### src/rtl/fnd_scan_controller.sv
// fnd_scan_controller
// Time-multiplexed driver for a 4-digit common-anode 7-segment display.
// A prescaler divides the clock into digit slots. The digit index walks
// units -> thousands, and the BCD inputs are captured once per frame on the
// last slot. Commons and segments are registered together, so the font
// never changes while a common is driven low.
module fnd_scan_controller #(
  parameter int SCAN_DIV = 100_000,
  parameter int GUARD    = 16
) (
  input  logic       i_clk,
  input  logic       i_reset,
  input  logic [3:0] i_four,
  input  logic [3:0] i_three,
  input  logic [3:0] i_two,
  input  logic [3:0] i_one,
  input  logic       i_blank_lz,
  output logic [3:0] o_fnd_com,
  output logic [7:0] o_fnd_font,
  output logic       o_frame_tick
);

  localparam int              CNT_W   = $clog2(SCAN_DIV);
  localparam logic [CNT_W-1:0] CNT_MAX = CNT_W'(SCAN_DIV - 1);

  logic [CNT_W-1:0] cnt_q, cnt_d;
  logic [1:0]       idx_q, idx_d;
  logic [15:0]      snap_q, snap_d;   // {thousands, hundreds, tens, units}
  logic [3:0]       com_q, com_d;
  logic [7:0]       font_q, font_d;
  logic             tick_q, tick_d;

  logic             slot_tick;
  logic             in_guard;
  logic [3:0]       digit;
  logic             blank;

  // Active-low segment pattern {dp, g..a}; values above 9 show hex glyphs.
  function automatic logic [7:0] seg_font(input logic [3:0] d);
    logic [7:0] f;
    case (d)
      4'h0: f = 8'hC0;
      4'h1: f = 8'hF9;
      4'h2: f = 8'hA4;
      4'h3: f = 8'hB0;
      4'h4: f = 8'h99;
      4'h5: f = 8'h92;
      4'h6: f = 8'h82;
      4'h7: f = 8'hF8;
      4'h8: f = 8'h80;
      4'h9: f = 8'h90;
      4'hA: f = 8'h88;
      4'hB: f = 8'h83;
      4'hC: f = 8'hC6;
      4'hD: f = 8'hA1;
      4'hE: f = 8'h86;
      default: f = 8'h8E;
    endcase
    return f;
  endfunction

  assign slot_tick = (cnt_q == CNT_MAX);

  // With no guard interval the comparison would be constant, so drop it.
  generate
    if (GUARD == 0) begin : g_no_guard
      assign in_guard = 1'b0;
    end else begin : g_guard
      localparam logic [CNT_W:0] GUARD_V = (CNT_W + 1)'(GUARD);
      assign in_guard = ({1'b0, cnt_q} < GUARD_V);
    end
  endgenerate

  // Select the digit for the current slot and decide leading-zero blanking.
  always_comb begin
    digit = snap_q[3:0];
    blank = 1'b0;
    case (idx_q)
      2'd0: begin
        digit = snap_q[3:0];
      end
      2'd1: begin
        digit = snap_q[7:4];
        blank = i_blank_lz && (snap_q[15:4] == 12'h000);
      end
      2'd2: begin
        digit = snap_q[11:8];
        blank = i_blank_lz && (snap_q[15:8] == 8'h00);
      end
      default: begin
        digit = snap_q[15:12];
        blank = i_blank_lz && (snap_q[15:12] == 4'h0);
      end
    endcase
  end

  // Next-state: prescaler, slot index, frame snapshot and output pattern.
  always_comb begin
    cnt_d  = slot_tick ? '0 : cnt_q + 1'b1;
    idx_d  = slot_tick ? idx_q + 2'd1 : idx_q;
    snap_d = snap_q;
    tick_d = 1'b0;
    if (slot_tick && (idx_q == 2'd3)) begin
      snap_d = {i_four, i_three, i_two, i_one};
      tick_d = 1'b1;
    end
    com_d  = in_guard ? 4'b1111 : ~(4'b0001 << idx_q);
    font_d = blank ? 8'hFF : seg_font(digit);
  end

  // State and output registers; reset blanks the display immediately.
  always_ff @(posedge i_clk or posedge i_reset) begin
    if (i_reset) begin
      cnt_q  <= '0;
      idx_q  <= 2'd0;
      snap_q <= 16'h0000;
      com_q  <= 4'b1111;
      font_q <= 8'hFF;
      tick_q <= 1'b0;
    end else begin
      cnt_q  <= cnt_d;
      idx_q  <= idx_d;
      snap_q <= snap_d;
      com_q  <= com_d;
      font_q <= font_d;
      tick_q <= tick_d;
    end
  end

  assign o_fnd_com    = com_q;
  assign o_fnd_font   = font_q;
  assign o_frame_tick = tick_q;

endmodule

### config.mk
export PLATFORM = sky130hd
export DESIGN_NAME = fnd_scan_controller
export DESIGN_NICKNAME = d
export VERILOG_FILES = /design/src/rtl/fnd_scan_controller.sv
export SDC_FILE = /design/constraint.sdc
export NUM_CORES = 1
export LEC_CHECK = 0
export CAP_MARGIN = 30
export CORE_MARGIN = 10
export CORE_UTILIZATION = 54
export DETAILED_ROUTE_END_ITERATION = 8
export GPL_ROUTABILITY_DRIVEN = 0
export HOLD_SLACK_MARGIN = 0.02
export PLACE_DENSITY_LB_ADDON = 0.08
export SLEW_MARGIN = 20
export SYNTH_ARGS = -nofsm -noshare
export SYNTH_HDL_FRONTEND = slang
export SYNTH_SLANG_ARGS = --single-unit
### constraint.sdc
create_clock -name i_clk -period 3.2 [get_ports i_clk]
set_clock_uncertainty 0.1 [all_clocks]
set_input_delay 0.48 -clock i_clk [delete_from_list [all_inputs] [get_ports i_clk]]
set_output_delay 0.48 -clock i_clk [all_outputs]
set_load 0.005 [all_outputs]
==> summary by stage <==
Timing
In the finished design, the share of the clock period the worst path needs comes to 80.0%. Setup violations remaining at the end of the flow were counted as 0. The aggregate negative setup slack is 0 ps. The tightest hold path in the finished design has a slack of approximately 400 ps.

Setup repair after global routing left no endpoint under its margin. The final hold violation count is 0. The minimum clock period after layout is approximately 2600 ps. The number of max-slew violations in the final report is 0. The worst slew margin relative to its limit is 52.3%. The timing-limited maximum frequency is 390 MHz. For the pin with the worst max-slew slack, the measured transition is 709 ps.

Clock network
The count of clock tree sinks is 47. The cell sitting at the root of the clock tree is a sky130_fd_sc_hd__clkbuf_8. The clock-pin slew on the worst setup and hold paths is about 80 ps. The maximum clock insertion buffer count is 2. The post-cts gate resize count is 0. TritonCTS built the clock tree. The clock network latency to the later pin of the worst-skew pair is 300 ps.

TritonCTS created 5 clock buffers. The H-tree was split into 2 levels. The number of hold buffers added after CTS is 0. The setup fix buffers added after clock tree synthesis is 0.

Cells and area
The post-route non-filler standard cell count is 288. The number of nets in the final layout is 268. From synthesis to final layout, the design area changed by 19.9%. The fraction of layout cells with a size suffix above 1 is 18.1%. The count of filler cells inserted in the layout is 315. The antenna cell count is 0.

Routing
The detail route stage leaves a number of antenna-violating nets equal to 0. The first routing iteration left 88 violations. The routed design has roughly 4.8 mm of wire. In the final routed layout, each cell accounts on average for 16.7 µm. The residual DRC count is 0.

The first detailed-routing pass ran for 4 iterations. The mean number of vias per cell is around 5.9. The count of vias placed by the detailed router is 1696.

Floorplanning
From bottom edge to top edge, the die measures 85.1 µm. The total I/O pin count is 32. The floorplan step defined a core boundary enclosing between 0.004 and 0.005 mm². The site row count is 23. The width of the chip is around 85 µm.

The floorplan step defined a die boundary enclosing approximately 0.0072 mm². Once the floorplan was initialized, standard cells occupied 56.4% of the core.

Synthesis
The count of unique library cells instantiated by Yosys is 38. Each instance of the synthesized netlist takes up on average 11.4 µm². By area the synthesized netlist is led by sky130_fd_sc_hd__dfrtp_1 (39%), sky130_fd_sc_hd__dfstp_2 (13%), sky130_fd_sc_hd__mux2_2 (9.4%). For this run, the leading register cell type out of synthesis is sky130_fd_sc_hd__dfrtp_1.

The post-synthesis cell count is 200. The async set-or-reset flop fraction in the synthesized netlist is 100%. The count of state elements after synthesis is 47. The number of warnings issued by yosys is 0. The count of flip-flops with a built-in enable after synthesis is 0.

The most area-hungry cell type in the Yosys netlist is sky130_fd_sc_hd__dfrtp_1. Synthesis produced a netlist with a net count of around 230. For this run, the register share of the synthesized area comes to 52.0%. The netlist area before placement is about 0.0023 mm². The share of synthesized area in the top cell type comes to 39.4%.

Pwr
The sum of internal, switching and leakage power is a little under 1 mW. The worst vdd rail ir drop is 0.319 mV. The total power per unit cell area is 361 mW/mm². In this run the static leakage power is 1.28 nW.

GRT
After global routing the overflow that remains totals 0. Global routing used around 14% of the available tracks across all layers. Entering global routing, the biggest net connects 48 pins. The first global-routing pass estimated 8.19 mm of wire. The number of antenna violations at the first check in global routing was 0. The number of global-route vias before repair is 1708.

Setup path
The data arrival time of the critical path is 2670 ps. The element type at the critical path start is a register. The maximum fanout along the worst path is 7.

The worst setup path is captured at a register. The worst setup path is of the register to register kind. Data on the critical path is required at its endpoint by roughly 3300 ps.

Outcome
The run finished with clean final reports.

Placed design
The count of input and output buffers is 30. Summed over all nets, the half-perimeter wirelength after detailed placement is 3.68 mm. The count of placed standard cells including taps is 280.

Hold path
The path type of the worst min-delay path is register to register.

Run
The count of max-cap constraint violations is 0.
-- power by group --
group / internal [mW] / switching, mW / total [mW]
Clock: 0.174 / 0.186 / 0.360
Sequential: 0.594 / 0 / 0.594
Combinational: 0.0200 / 0.0142 / 0.0342
-- final cells by class --
class | count | area (µm²) | area share [%]
clock buffers | 7 | 86.3 | 3.15
clock inverters | 1 | 5.00 | 0.183
inverters | 9 | 33.8 | 1.23
multi-input cells | 141 | 1040 | 38.0
flip-flops and latches | 47 | 1190 | 43.4
well taps | 50 | 62.6 | 2.28
repair buffers | 33 | 323 | 11.8
-- flip-flops by register name (all words and copies together), names as in the netlist --
| name | count |
|---|---|
| idx_q | 2 |
| o_fnd_font | 7 |
| o_frame_tick | 1 |
| cnt_q | 17 |
| snap_q | 16 |
| o_fnd_com | 4 |
-- cell families after synthesis --
| group | after synthesis | synth area share [%] |
|---|---|---|
| multiplexers | 21 | 10.2 |
| buffers and inverters | 12 | 2.46 |
| other | 1 | 0.164 |
| AO/OA/AOI/OAI | 26 | 7.77 |
| XOR/XNOR | 14 | 5.36 |
| flip-flops | 47 | 52.0 |
| AND/OR/NAND/NOR | 67 | 15.4 |
| adder cells (fa/ha/maj) | 12 | 6.56 |
-- layer usage --
layer  vias to the layer above  global-route usage [%]  part of all wire [%]
li1                        788                       -                     -
met1                       824                    16.9                    43
met2                        73                    21.0                    48
met3                        11                    5.16                   8.1
met4                         0                    5.54                   1.5
met5                         -                       0                     0
-- per-stage QoR --
step | utilization, % | area (µm²) | worst slack [ps]
finish | 67.6 | 2740 | 639
global route | 67.6 | 2740 | 344
CTS | 67.6 | 2740 | 682
detailed placement | 65.3 | 2650 | 717
global placement | 65.3 | 2650 | 887
floorplan | - | 2290 | 859
-- cell usage in the layout (no fill, tap or decap), types with 4 or more instances in the layout --
cell / instances
sky130_fd_sc_hd__ha_1: 12
sky130_fd_sc_hd__inv_1: 8
sky130_fd_sc_hd__xnor2_1: 5
sky130_fd_sc_hd__xor2_1: 9
sky130_fd_sc_hd__dfstp_2: 11
sky130_fd_sc_hd__nor2_1: 16
sky130_fd_sc_hd__dfrtp_1: 36
sky130_fd_sc_hd__nor3_1: 5
sky130_fd_sc_hd__o21ai_0: 6
sky130_fd_sc_hd__clkbuf_8: 6
sky130_fd_sc_hd__mux2_2: 19
sky130_fd_sc_hd__nand3_1: 7
sky130_fd_sc_hd__o211ai_1: 4
sky130_fd_sc_hd__nand4_1: 5
sky130_fd_sc_hd__clkdlybuf4s50_1: 30
sky130_fd_sc_hd__a21oi_1: 5
sky130_fd_sc_hd__nand2_1: 17
-- cell usage after synthesis, drive strengths merged (2+ instances only) --
master	instances
dfrtp	36
mux2	19
nand2	17
nor2	16
ha	12
dfstp	11
inv	9
xor2	9
nand3	7
o21ai	6
a21oi	5
nand4	5
nor3	5
xnor2	5
nor4	4
o211ai	4
or4	4
a222oi	3
a22oi	2
and3	2
and4	2
buf	2
mux2i	2
or3	2
-- worst max-delay path, stage by stage (launching register included) --
cell and delay [ps]:
sky130_fd_sc_hd__dfrtp_1 410, sky130_fd_sc_hd__inv_1 110, sky130_fd_sc_hd__ha_1 290, sky130_fd_sc_hd__a222oi_1 380
sky130_fd_sc_hd__nand2_1 90, sky130_fd_sc_hd__o21ai_0 280, sky130_fd_sc_hd__inv_1 160, sky130_fd_sc_hd__ha_1 280
sky130_fd_sc_hd__nor3_1 260, sky130_fd_sc_hd__o31ai_1 120
-- path summary, 6_finish.rpt --
kind | startpoint | to | slack (ps) | cells after the start
min in group asynchronous | i_reset | cnt_q[11]$_DFF_PP0_ | 540 | 3
max in group asynchronous | i_reset | snap_q[1]$_DFFE_PP0P_ | 2060 | 3
worst min register to register | cnt_q[13]$_DFF_PP0_ | cnt_q[13]$_DFF_PP0_ | 400 | 1
worst min-delay path | cnt_q[13]$_DFF_PP0_ | cnt_q[13]$_DFF_PP0_ | 400 | 1
worst max-delay path | idx_q[0]$_DFFE_PP0N_ | o_fnd_font[0]$_DFF_PP1_ | 640 | 9
worst max register to register | idx_q[0]$_DFFE_PP0N_ | o_fnd_font[0]$_DFF_PP1_ | 640 | 9
No activity file was read; power rests on OpenSTA's default activity.
